**config.mk**
```make
export PLATFORM = sky130hd
export DESIGN_NAME = add_haze
export DESIGN_NICKNAME = d
export VERILOG_FILES = /design/src/rtl/haze_pkg.sv /design/src/rtl/haze_blend_ch.sv /design/src/rtl/add_haze.sv
export SDC_FILE = /design/constraint.sdc
export NUM_CORES = 1
export LEC_CHECK = 0
export BUFFER_PORTS_ARGS = -buffer_cell sky130_fd_sc_hd__clkbuf_2
export CORE_MARGIN = 2
export CORE_UTILIZATION = 32
export DETAILED_ROUTE_END_ITERATION = 7
export PLACE_DENSITY_LB_ADDON = 0.15
export SYNTH_ARGS = -nofsm -noshare
export SYNTH_HDL_FRONTEND = slang
export SYNTH_SLANG_ARGS = --single-unit
```
**constraint.sdc**
```tcl
create_clock -name pixelclk -period 6.2 [get_ports pixelclk]
set_clock_uncertainty 0.1 [all_clocks]
set_input_delay 0.31 -clock pixelclk [delete_from_list [all_inputs] [get_ports pixelclk]]
set_output_delay 0.31 -clock pixelclk [all_outputs]
set_load 0.03 [all_outputs]
```
**src/rtl/haze_pkg.sv**
```systemverilog
// Shared constants and helpers for the add_haze haze-synthesis pipeline.
// Depth fog is built only when ADD_HAZE_DEPTH_FOG_EN is defined.
package haze_pkg;
  localparam int PIX_W      = 8;
  localparam int LATENCY    = 3;
  localparam int T_MIN      = 16;
  localparam int LINE_SHIFT = 2;
  localparam int LINE_CNT_W = 10;
  localparam int PROD_W     = 17;
  localparam int SUM_W      = 18;
  localparam int ROUND      = 128;
  localparam int PIX_MAX    = 255;

  typedef struct packed {
    logic hsync;
    logic vsync;
    logic de;
  } sync_t;

  // The blend cannot exceed 255, but saturate anyway so a bad operand never wraps.
  function automatic logic [PIX_W-1:0] clamp_pix(input logic [SUM_W-PIX_W-1:0] v);
    return (v > (SUM_W-PIX_W)'(PIX_MAX)) ? PIX_W'(PIX_MAX) : v[PIX_W-1:0];
  endfunction
endpackage

```
**src/rtl/haze_blend_ch.sv**
```systemverilog
// One colour channel of the haze blend: S1 products, S2 rounded sum, S3 shift/clamp.
module haze_blend_ch
  import haze_pkg::*;
(
  input  logic             clk,
  input  logic             rst,
  input  logic [PIX_W-1:0] j,
  input  logic [PIX_W-1:0] t_eff,
  input  logic [PIX_W-1:0] a_lvl,
  input  logic             en,
  output logic [PIX_W-1:0] pix
);
  logic [PIX_W:0]    inv_t;
  logic [PROD_W-1:0] prod_j;
  logic [PROD_W-1:0] prod_a;
  logic [SUM_W-1:0]  sum;

  assign inv_t = (PIX_W+1)'(1 << PIX_W) - {1'b0, t_eff};

  // en is the data-enable as it enters S3, so blanked pixels leave as zero.
  always_ff @(posedge clk or posedge rst) begin
    if (rst) begin
      prod_j <= '0;
      prod_a <= '0;
      sum    <= '0;
      pix    <= '0;
    end else begin
      prod_j <= PROD_W'(j) * PROD_W'(t_eff);
      prod_a <= PROD_W'(a_lvl) * PROD_W'(inv_t);
      sum    <= SUM_W'(prod_j) + SUM_W'(prod_a) + SUM_W'(ROUND);
      pix    <= en ? clamp_pix(sum[SUM_W-1:PIX_W]) : '0;
    end
  end
endmodule

```
**src/rtl/add_haze.sv**
```systemverilog
// Adds synthetic haze I = J*t + A*(1-t) to a video stream, parameters latched per frame.
// Optional depth fog (t falls with line number) is built with ADD_HAZE_DEPTH_FOG_EN.
module add_haze
  import haze_pkg::*;
(
  input  logic        pixelclk,
  input  logic        reset,
  input  logic [23:0] i_rgb,
  input  logic [7:0]  at,
  input  logic [7:0]  a,
  input  logic        i_hsync,
  input  logic        i_vsync,
  input  logic        i_de,
  output logic [23:0] o_rgb,
  output logic        o_hsync,
  output logic        o_vsync,
  output logic        o_de
);
  logic             vs_prev;
  logic             vs_rise;
  logic [PIX_W-1:0] t_frm;
  logic [PIX_W-1:0] a_frm;
  logic [PIX_W-1:0] t_use;
  logic [PIX_W-1:0] a_use;
  logic [PIX_W-1:0] t_eff;
  sync_t            sync_pipe [LATENCY];

  assign vs_rise = i_vsync & ~vs_prev;
  // New parameters apply to the pixel on the vsync edge itself, not one later.
  assign t_use = vs_rise ? at : t_frm;
  assign a_use = vs_rise ? a  : a_frm;

  always_ff @(posedge pixelclk or posedge reset) begin
    if (reset) begin
      vs_prev <= 1'b0;
      t_frm   <= 8'd255;
      a_frm   <= 8'd0;
    end else begin
      vs_prev <= i_vsync;
      if (vs_rise) begin
        t_frm <= at;
        a_frm <= a;
      end
    end
  end

`ifdef ADD_HAZE_DEPTH_FOG_EN
  logic                  de_prev;
  logic [LINE_CNT_W-1:0] line_cnt;
  logic [LINE_CNT_W-1:0] line_use;
  logic [PIX_W-1:0]      line_dec;

  assign line_use = vs_rise ? '0 : line_cnt;
  assign line_dec = PIX_W'(line_use >> LINE_SHIFT);
  // Compare before subtracting so t_frm below the floor never wraps.
  assign t_eff = ({1'b0, t_use} >= ({1'b0, line_dec} + (PIX_W+1)'(T_MIN)))
                 ? (t_use - line_dec) : PIX_W'(T_MIN);

  always_ff @(posedge pixelclk or posedge reset) begin
    if (reset) begin
      de_prev  <= 1'b0;
      line_cnt <= '0;
    end else begin
      de_prev <= i_de;
      if (vs_rise)
        line_cnt <= '0;
      else if (de_prev && !i_de && (line_cnt != '1))
        line_cnt <= line_cnt + 1'b1;
    end
  end
`else
  assign t_eff = t_use;
`endif

  always_ff @(posedge pixelclk or posedge reset) begin
    if (reset) begin
      for (int i = 0; i < LATENCY; i++) sync_pipe[i] <= '0;
    end else begin
      sync_pipe[0] <= '{hsync: i_hsync, vsync: i_vsync, de: i_de};
      for (int i = 1; i < LATENCY; i++) sync_pipe[i] <= sync_pipe[i-1];
    end
  end

  assign o_hsync = sync_pipe[LATENCY-1].hsync;
  assign o_vsync = sync_pipe[LATENCY-1].vsync;
  assign o_de    = sync_pipe[LATENCY-1].de;

  for (genvar c = 0; c < 3; c++) begin : g_ch
    haze_blend_ch u_ch (
      .clk   (pixelclk),
      .rst   (reset),
      .j     (i_rgb[c*PIX_W +: PIX_W]),
      .t_eff (t_eff),
      .a_lvl (a_use),
      .en    (sync_pipe[LATENCY-2].de),
      .pix   (o_rgb[c*PIX_W +: PIX_W])
    );
  end
endmodule

```
======== Yosys cells after proc, flatten, opt, wreduce, memory -nomap -nowiden ========
Cells that the tools add are included.
storage, ports and cells
  output and inout bits ................... 27
  input port bits ......................... 45
  word-level logic and storage cells ...... 45
  flip-flop bits (word level) ............. 168
cells by class
  mux-type cells .......................... 8
  add/subtract/negate cells ............... 7
  multipliers ............................. 4
  bitwise logic cells ..................... 2
  order comparisons ....................... 3
operators with widths
  cell                                                 number
  2-to-1 mux 8 bit                                     8
  adder 16 x 17 -> 18 bit                              3
  adder 18 x 8 -> 18 bit, second input constant        3
  multiplier 8 x 8 -> 16 bit                           3
  > comparator 10 x 8 -> 1 bit, second input constant  3
  multiplier 8 x 9 -> 17 bit                           1
  subtractor 9 x 8 -> 9 bit, first input constant      1
  bitwise AND 1 bit                                    1
  inverter 1 bit                                       1

======== Logic depth before layout (Yosys ltp) ========
Gate-level depths: netlist (run 1).
  depth after elaboration ................. 5
  gate-level depth with buffers ........... 23
  depth with buffers taken out ............ 22

======== Modules after synthesis ========
A second synthesis (run 1) with hierarchy kept.
unflattened totals
  cell total of the unflattened synthesis .. 2116
  area, all modules ....................... 20791.2 µm²
by module, submodules not included
  module                         sequential area each (µm²)  instances  area each (µm²)  cells each
  haze_blend_ch at g_ch[2].u_ch  1276.2                      1          6675.2           705
  haze_blend_ch at g_ch[0].u_ch  1276.2                      1          6630.1           686
  haze_blend_ch at g_ch[1].u_ch  1276.2                      1          6583.8           680
  add_haze                       635.6                       1          902.1            45

======== Worst setup path before layout (run 1) ========
Ideal clock, no wire load.
  path type ............................... reg-to-reg
  from .................................... register sync_pipe[7] (netlist name)
  to ...................................... register g_ch[2].u_ch.prod_a[13]
  period minus slack after synthesis ...... 5412 ps
  library setup time ...................... 154 ps
  buffers on the path ..................... 1
  data arrival time ....................... 5158 ps
  slack ................................... 788 ps
  data required time ...................... 5946 ps
  stages on the path, launching flop included .. 22
  path through ............................ dfrtp_1 -> nand2b_4 -> buf_6 -> mux2_4 -> clkinv_2 -> ha_1 -> nand2_1 -> nor2_1 -> xor2_1 -> nand2b_1 -> fa_1 -> fa_1 -> inv_1 -> fa_1 -> inv_1 -> fa_1 -> inv_1 -> ha_1 -> a21boi_0 -> o21ai_0 -> a211oi_1 -> o311ai_0
RTL lines
  element               line                 RTL
  to (signal assigned)  haze_blend_ch.sv:29  prod_a <= PROD_W'(a_lvl) * PROD_W'(inv_t);
  to (decl)             haze_blend_ch.sv:15  logic [PROD_W-1:0] prod_a;

======== Worst setup path in the final report (run 1) ========
  from .................................... input port i_vsync
  to ...................................... register g_ch[2].u_ch.prod_a[14]
between the ends
  cells in the longest elaborated chain, start to end .. 4
  elaborated cells between the ends (all ways) .. 5
  those cells by class .................... 1 x add/sub; 1 x mul; 2 x mux; 1 x bitwise
RTL lines
  element                         line                 RTL
  from (decl)                     add_haze.sv:12       input logic i_vsync,
  bitwise AND 1 bit (*)           add_haze.sv:28       assign vs_rise = i_vsync & ~vs_prev;
  2-to-1 mux 8 bit                --
  subtractor 9 x 8 -> 9 bit       haze_blend_ch.sv:18  assign inv_t = (PIX_W+1)'(1 << PIX_W) - {1'b0, t_eff};
  multiplier 8 x 9 -> 17 bit (*)  haze_blend_ch.sv:29
Every way passes the cells marked *; elsewhere a longest branch is shown, timed or not.

==> results_dict.tcl, run 1 <==
set metrics [dict create \
    grt_pass1_wl_um 55700 \
    synth-simple-area-share 0.141 \
    initial_core_util 0.324 \
    synth_top_area_share 0.232 \
    wl_per_cell_um 15.1 \
    report.final.hold_viol_count 0 \
    insertion_delay_ns 0.43 \
    ys_warn_count 0 \
    ys_seq_elements 144 \
    ctsHtreeMaxLevel 4 \
    required_ns 6.41 \
    ys_top_cells_by_area "dfrtp_1, fa_1, ha_1, inv_1, and2_1" \
    tightest_slew_ns 0.814 \
    max_stage_delay_ns 0.53 \
    relSlewSlack 0.457 \
    ant_nets 0 \
    core_um2 45300 \
    synth-xor-area-share 0.0423 \
    cpMostUsedCell "fa_1" \
    async_flop_share 1.00 \
    nNetsFinal 1997 \
    ctsLongestPathBuffers 2 \
    ios 72 \
    avgSynthCellArea_um2 9.91 \
    tritoncts "yes" \
    synthFlopType "dfrtp_1" \
    worstSetupEndpointType "flop" \
    drc 0 \
    worstPathArrival_ns 6.10 \
    cts_made_buffers 17 \
    worstHoldStart "i_rgb[8]" \
    setup_viol 0 \
    synth_cells 1479 \
    fp.dieW_um 218 \
    synth_cell_types 61 \
    final_common_cell "inv_1" \
    num_vias 10000 \
    synthAdderAreaFrac 0.406 \
    crit_chain "dlygate4sd3_1 -> clkbuf_2 -> nand2b_4 -> mux2_2 -> clkinv_2 -> ha_1 -> nand2_1 -> nor3_2 -> xor2_2 -> nor2_1 -> fa_1 -> fa_1 -> fa_1 -> inv_1 -> fa_1 -> inv_1 -> ha_1 -> or3_1 -> nor2_1 -> o21ai_0 -> nand2_1 -> o21ai_0 -> o2111a_1" \
    crit_type "in -> reg" \
    die_y_um 218 \
    slew_violations 0 \
    grt-ovfl-total 0 \
    antenna_found_initial 3 \
    root_buffer "clkbuf_16" \
    first_global_vias 10600 \
    synth_largest_area_cell "dfrtp_1" \
    cap_violations 0 \
    mostFrequentLayoutCells "inv_1, ha_1, fa_1, dfrtp_1, nand2_1" \
    drt-initial-drc-count 405 \
    clock_sinks 144 \
    crit_slowest_cell "dlygate4sd3_1" \
    synth-edff-count 0 \
    startpoint "i_vsync" \
    synth_top_family_by_area "adder cells" \
    yosysSeqAreaShare 0.247 \
    globalplace.congestion 0.784 \
    cp_max_fo 13 \
    io_buffers 71 \
    status "complete, no violations" \
    vias_per_cell 4.59 \
    finalCritPeriodShare 0.951 \
    syn_nets 1910 \
    synth-compound-area-share 0.0813 \
    syn_to_final_growth_pct 12.4 \
    firstDrtPassIters 4 \
    grt.total_usage 0.148 \
    syn_area_um2 14700 \
    drive_gt1_frac 0.105 \
    num_rows 78 \
    wirelength_um 33000 \
    dp_hpwl_um 26800 \
    timing.hold.ws_ns 0.154 \
    r2r_start "sync_pipe[7]$_DFF_PP0_" \
    dieArea_um2 47500 \
    critPathLaunchType "input port" \
    cts.clk_slew.worst_paths_ns 0.07 \
    synthMuxAreaShare 0.0126 \
    hp-class "in -> reg" \
    fmax_ghz 0.170 \
    grt_max_degree 81 \
    min_period_ns 5.89 \
]
-- through the flow --
stage | cell area (um^2) | util | setup slack (ns) | cells | setup TNS [ns]
after CTS | 16400 | 0.363 | 0.163 | 2176 | 0
after floorplan | 14700 | - | 0.788 | 1479 | 0
after global routing | 16500 | 0.364 | -0.00389 | 2179 | -0.00389
after detailed placement | 15800 | 0.349 | 0.265 | 2140 | 0
after global placement | 15800 | 0.349 | 0.434 | 2140 | 0
final | 16500 | 0.364 | 0.306 | 2180 | 0
-- cell families after synthesis --
family	count (synthesis)
simple gates	417
fa+ha+maj	386
buf+inv	271
compound gates	178
flops	144
xor+xnor	67
mux	16
-- repair_timing --
action                                  4_1_cts  5_1_grt
endpoints found under the hold margin        76        0
endpoints found under the setup margin        0        5
resized for setup                             0        4
setup buffers                                 0        3
hold buffers                                  4        0
-- worst paths after layout --
| path | endpoint | slack (ns) | cells past startpoint |
|---|---|---|---|
| max | g_ch[2].u_ch.prod_a[14]$_DFF_PP0_ | 0.31 | 23 |
| min | g_ch[1].u_ch.prod_j[0]$_DFF_PP0_ | 0.15 | 2 |
| max reg2reg | g_ch[2].u_ch.prod_a[14]$_DFF_PP0_ | 0.44 | 21 |
| min reg2reg | sync_pipe[3]$_DFF_PP0_ | 0.25 | 0 |
| max in group asynchronous | g_ch[2].u_ch.prod_j[11]$_DFF_PP0_ | 4.22 | 4 |
| min in group asynchronous | sync_pipe[8]$_DFF_PP0_ | 0.46 | 3 |
-- routing by layer --
metal  vias up  GRT usage  part of all wire
met4         0     0.0349             0.013
met3        29     0.0205             0.026
li1       4944          -                 -
met1      4910      0.211              0.52
met2       125      0.236              0.45
met5         -          0                 0
-- flip-flops by register name, indices dropped and copies added, names as in the netlist --
name,flops
a_frm,8
g_ch.u_ch.prod_j,48
o_de,1
g_ch.u_ch.prod_a,17
sync_pipe,6
t_frm,8
o_hsync,1
g_ch.u_ch.sum,30
g_ch.u_ch.pix,24
o_vsync,1
-- cell usage after synthesis, drive strengths merged (4+ instances only) --
cell,number
a21oi,39
o21a,37
nand4,4
xnor2,51
o21ai,33
xor2,16
o211ai,5
or3,11
ha,236
clkbuf,17
dfrtp,136
a31oi,5
nor3,16
a211oi,10
and2,108
nor2,100
mux2,7
o22ai,4
nand3,15
dfstp,8
fa,150
nor2b,13
nand2,115
mux2i,9
a21o,14
nand2b,14
or2,11
inv,243
a21boi,4
buf,9
and3,6
-- layout make-up --
cell class                      instances  area [um^2]
Fill cell                            4715        28800
Multi-Input combinational cell       1064        10000
Sequential cell                       144         3610
Inverter                              245          927
Tap cell                              600          751
Timing Repair Buffer                   94          551
Clock buffer                           18          439
Clock inverter                         14          161
Antenna cell                            1         2.50
-- critical path, delay by kind of cell --
family                   cells  cell delay [ns]
AND/OR/NAND/NOR              7             1.29
buffers and inverters        5             0.88
multiplexers                 1             0.38
XOR/XNOR                     1             0.27
AO/OA/AOI/OAI                3             0.53
adder cells (fa/ha/maj)      6             2.41
Power of run 1 is left out: the tool's default activity adds up to more than one toggle a clock period on the data nets, which glitch-free logic cannot reach.
==> inputs of run 2 (changes only) <==
--- a/config.mk
+++ b/config.mk
@@ -7,7 +7,7 @@
 export LEC_CHECK = 0
 export BUFFER_PORTS_ARGS = -buffer_cell sky130_fd_sc_hd__clkbuf_2
 export CORE_MARGIN = 2
-export CORE_UTILIZATION = 32
+export CORE_UTILIZATION = 55
 export DETAILED_ROUTE_END_ITERATION = 7
 export PLACE_DENSITY_LB_ADDON = 0.15
 export SYNTH_ARGS = -nofsm -noshare
==> run 2 against run 1 <==
  * The flow now finishes with violations (design-rule violations)
  * Wire length fell by 10%
  * Flip-flop and latch count unchanged
  * Highest routed layer is now met5
  * Hold slack lost 0.011 ns
  * Count of clock-buffer cells in the layout shrank 1
  * Largest cell class unchanged
  * Critical path depth rose by 1
  * Sequential share of layout area grew 0.45 points
  * Global-route usage grew 7.6 points
  * Register-to-register slack barely moved
==> results_dict.tcl, run 2 (same netlist as run 1, synthesis figures left out) <==
set metrics [dict create \
    cts_made_buffers 17 \
    drive_gt1_frac 0.106 \
    core_um2 26100 \
    hp-class "in -> reg" \
    firstDrtPassIters 7 \
    slew_violations 0 \
    grt.total_usage 0.224 \
    seqCellArea_um2 3610 \
    violations "design-rule violations" \
    relSlewSlack 0.357 \
    ctsHtreeMaxLevel 4 \
    cp_max_fo 10 \
    critPathLaunchType "input port" \
    min_period_ns 5.89 \
    required_ns 6.40 \
    antenna_found_initial 3 \
    fin_tns_setup_ns 0 \
    syn_to_final_growth_pct 10.2 \
    crit_type "in -> reg" \
    fp.dieW_um 167 \
    tritoncts "yes" \
    report.final.hold_viol_count 0 \
    fill_cells 2239 \
    tightest_slew_ns 0.965 \
    initial_core_util 0.561 \
    ctsLongestPathBuffers 2 \
    antenna_cells 0 \
    dp_cells 1878 \
    regMostFlops "g_ch.u_ch.prod_j" \
    cts.clk_slew.worst_paths_ns 0.06 \
    insertion_delay_ns 0.43 \
    grt_setup_unrepaired "no" \
    reg.largest.list "g_ch.u_ch.prod_j x48, g_ch.u_ch.sum x30, g_ch.u_ch.pix x24" \
    num_rows 59 \
    drc 7 \
    worstPathArrival_ns 6.09 \
    status "finished, violations left" \
    cap_violations 0 \
    drt-initial-drc-count 482 \
    grt_max_degree 79 \
    fmax_ghz 0.170 \
    mostFrequentLayoutCells "inv_1, ha_1, fa_1, dfrtp_1, nand2_1" \
    clock_sinks 144 \
    ant_nets 0 \
    worstSetupEndpointType "flop" \
    wl_per_cell_um 15.4 \
    grt-ovfl-total 0 \
    num_vias 10200 \
    finalCritPeriodShare 0.949 \
    setup_viol 0 \
    multi_input_area_um2 10000 \
    grt_pass1_wl_um 50500 \
    wirelength_um 29600 \
    die_y_um 167 \
    largest_register_ffs 48 \
    first_global_vias 10200 \
    io_buffers 71 \
    vias_per_cell 5.30 \
    nNetsFinal 2000 \
    final_common_cell "inv_1" \
    ios 72 \
    root_buffer "clkbuf_16" \
    instances_no_fill 1917 \
    globalplace.congestion 0.838 \
    dieArea_um2 28000 \
    dp_hpwl_um 24000 \
]
## run 2: changes by cell type in the layout (fill, tap and decap cells not counted), sizes merged
cell    before  now
diode        1    0
inv        252  250
clkbuf      89   88
clkinv       4    7
buf         19   21
nand2b      14   15
## run 2: stage by stage
stage	cell area (um^2)	utilization	hold WS, ns	setup WS (ns)
2_1_floorplan	14700	-	0.231	0.788
3_3_place_gp	15500	0.592	0.235	0.397
3_5_place_dp	15500	0.592	0.237	0.262
4_1_cts	16100	0.616	0.115	0.130
5_1_grt	16100	0.618	0.138	0.0182
6_report	16100	0.618	0.143	0.315
## run 2: cell type report
cell class,count,share of cell area
sequential,144,0.224
multi-input combinational,1065,0.622
inverter,245,0.0574
tap,335,0.0260
timing repair buffer,96,0.0343
clock buffer,17,0.0264
clock inverter,15,0.0105
## run 2: final timing paths
kind                                        start                           endpoint  slack (ns)  cells after the start
setup / recovery                          i_vsync  g_ch[2].u_ch.prod_a[14]$_DFF_PP0_        0.31                     24
hold / removal                           i_rgb[0]   g_ch[0].u_ch.prod_j[0]$_DFF_PP0_        0.14                      2
setup reg to reg           sync_pipe[7]$_DFF_PP0_  g_ch[2].u_ch.prod_a[14]$_DFF_PP0_        0.44                     22
hold reg to reg            sync_pipe[5]$_DFF_PP0_                  o_hsync$_DFF_PP0_        0.25                      0
max in group asynchronous                   reset                 a_frm[3]$_DFF_PP0_        4.23                      4
min in group asynchronous                   reset                  o_hsync$_DFF_PP0_        0.39                      3
## run 2: critical path, cell delays in order
cell	delay [ns]
dlygate4sd3_1	0.53
clkbuf_2	0.15
nand2b_4	0.18
mux2_2	0.38
clkinv_2	0.14
ha_1	0.20
nand2_1	0.11
nor2_1	0.21
xor2_2	0.26
buf_4	0.18
nor2_1	0.06
fa_1	0.55
fa_1	0.43
fa_1	0.49
inv_1	0.05
fa_1	0.47
inv_1	0.04
ha_1	0.20
or3_1	0.42
nor2_1	0.09
o21ai_0	0.11
nand2_1	0.12
o21ai_0	0.13
o2111a_1	0.27
## run 2: timing repair
item | in CTS | in global routing
setup buffers | 0 | 2
hold endpoints to repair | 69 | 0
hold buffers | 4 | 0
setup endpoints to repair | 0 | 6
resized for setup | 0 | 4
## run 2: per-layer routing
metal / vias to the layer above / track usage / routed length (um)
li1: 4943 / - / -
met1: 4973 / 0.316 / 14100
met2: 202 / 0.366 / 13900
met3: 37 / 0.0319 / 1110
met4: 2 / 0.0575 / 439
met5: - / 0 / 12
Power of run 2 is left out for the same reason.
==> inputs of run 3 (changes only) <==
--- a/config.mk
+++ b/config.mk
@@ -10,6 +10,7 @@
 export CORE_UTILIZATION = 55
 export DETAILED_ROUTE_END_ITERATION = 7
 export PLACE_DENSITY_LB_ADDON = 0.15
+export REMOVE_ABC_BUFFERS = 1
 export SYNTH_ARGS = -nofsm -noshare
 export SYNTH_HDL_FRONTEND = slang
 export SYNTH_SLANG_ARGS = --single-unit
==> run 3 against run 2 <==
  * The flow still finishes with violations (design-rule violations)
  * Core utilization is 0.25 points lower
  * Highest routed layer unchanged
  * Register-to-register slack gained 0.05 ns
  * Final cell count shrank 0.21%
  * Flip-flop and latch count stayed put
  * Sequential share of layout area rose by 0.090 points
  * First-iteration DRC count down 2.7%
  * Critical path depth fell by 1
  * Count of clock-buffer cells in the layout is the same
  * Critical path type unchanged
  * Wire length up 0.21%
==> results_dict.tcl, run 3 (same netlist as run 1, synthesis figures left out) <==
set metrics [dict create \
    nNetsFinal 1996 \
    grt-ovfl-total 0 \
    root_buffer "clkbuf_16" \
    startpoint "i_vsync" \
    grt.total_usage 0.229 \
    drt-initial-drc-count 469 \
    firstDrtPassIters 8 \
    worstSetupEndpointType "flop" \
    slew_violations 0 \
    clock_sinks 144 \
    io_buffers 71 \
    worstPathArrival_ns 6.06 \
    multi_input_area_um2 10000 \
    dp_hpwl_um 23600 \
    num_vias 10000 \
    ant_nets 0 \
    mostFrequentLayoutCells "inv_1, ha_1, fa_1, dfrtp_1, nand2_1" \
    core_um2 26100 \
    r2r_start "sync_pipe[7]$_DFF_PP0_" \
    ctsHtreeMaxLevel 4 \
    min_period_ns 5.85 \
    num_rows 59 \
    tritoncts "yes" \
    grt_setup_unrepaired "no" \
    vias_per_cell 5.23 \
    cts.clk_slew.worst_paths_ns 0.07 \
    critPathLaunchType "input port" \
    regMostFlops "g_ch.u_ch.prod_j" \
    first_global_vias 10400 \
    syn_to_final_growth_pct 9.71 \
    finalCritPeriodShare 0.943 \
    grt_pass1_wl_um 51400 \
    dieArea_um2 28000 \
    fmax_ghz 0.171 \
    cts_made_buffers 17 \
    relSlewSlack 0.371 \
    violations "design-rule violations" \
    fin_tns_setup_ns 0 \
    ios 72 \
    seqCellArea_um2 3610 \
    antenna_cells 0 \
    reg.largest.list "g_ch.u_ch.prod_j x48, g_ch.u_ch.sum x30, g_ch.u_ch.pix x24" \
    largest_register_ffs 48 \
    worstHoldStart "i_rgb[8]" \
    grt_max_degree 93 \
    initial_core_util 0.561 \
    globalplace.congestion 0.904 \
    insertion_delay_ns 0.43 \
    required_ns 6.41 \
    final_common_cell "inv_1" \
    wirelength_um 29600 \
    status "finished, violations left" \
    fp.dieW_um 167 \
    setup_viol 0 \
    antenna_found_initial 3 \
    hp-class "in -> reg" \
    cap_violations 0 \
    crit_type "in -> reg" \
    wl_per_cell_um 15.5 \
    cp_max_fo 12 \
    fill_cells 2246 \
    ctsLongestPathBuffers 2 \
    tightest_slew_ns 0.918 \
    drc 6 \
    die_y_um 167 \
    report.final.hold_viol_count 0 \
    drive_gt1_frac 0.103 \
]
==> run 3: final cells by class <==
type | count | share of cell area
inverters | 245 | 0.0577
clock buffers | 17 | 0.0265
repair buffers | 93 | 0.0330
flip-flops and latches | 144 | 0.225
clock inverters | 15 | 0.00895
well taps | 335 | 0.0261
multi-input cells | 1064 | 0.623
==> run 3: critical path, stage by stage <==
cell and delay [ns]:
dlygate4sd3_1 0.53, clkbuf_2 0.13, nand2b_4 0.19, mux2_2 0.39
clkinv_2 0.14, ha_1 0.20, nand2_1 0.11, nor3_2 0.23
xor2_2 0.27, nor2_1 0.10, fa_1 0.51, fa_1 0.50
fa_1 0.50, inv_1 0.05, fa_1 0.48, inv_1 0.05
ha_1 0.21, or3_1 0.40, nor2_1 0.10, o21ai_0 0.12
nand2_1 0.12, o21ai_0 0.13, o2111a_1 0.28
==> run 3: final timing paths <==
path                                                      to  slack [ns]  cells past startpoint
max                        g_ch[2].u_ch.prod_a[14]$_DFF_PP0_        0.35                     23
min                         g_ch[1].u_ch.prod_j[0]$_DFF_PP0_        0.13                      2
max reg2reg                g_ch[2].u_ch.prod_a[14]$_DFF_PP0_        0.49                     21
min reg2reg                                o_hsync$_DFF_PP0_        0.24                      0
max in group asynchronous     g_ch[1].u_ch.sum[13]$_DFF_PP0_        4.37                      4
min in group asynchronous             sync_pipe[7]$_DFF_PP0_        0.48                      3
==> run 3: metal layers <==
layer,part of all wire,track usage
met4,0.013,0.0567
met2,0.47,0.377
met3,0.044,0.0357
met5,0.00030,0
met1,0.47,0.320
==> run 3: stage by stage <==
| step | hold slack [ns] | utilization | setup slack, ns | std cells | cell area (um^2) |
|---|---|---|---|---|---|
| finish | 0.127 | 0.615 | 0.350 | 1913 | 16100 |
| global route | 0.131 | 0.615 | 0.0484 | 1913 | 16100 |
| CTS | 0.105 | 0.615 | 0.268 | 1912 | 16100 |
| detailed placement | 0.236 | 0.591 | 0.374 | 1876 | 15500 |
| global placement | 0.233 | 0.591 | 0.515 | 1876 | 15500 |
| floorplan | 0.231 | - | 0.528 | 1453 | 14600 |
==> run 3: timing repair <==
item,CTS,global route
resized for setup,0,3
endpoints found under the setup margin,0,3
hold endpoints to repair,55,0
hold buffers,4,0
buffers inserted,0,1
Power of run 3 is left out for the same reason.
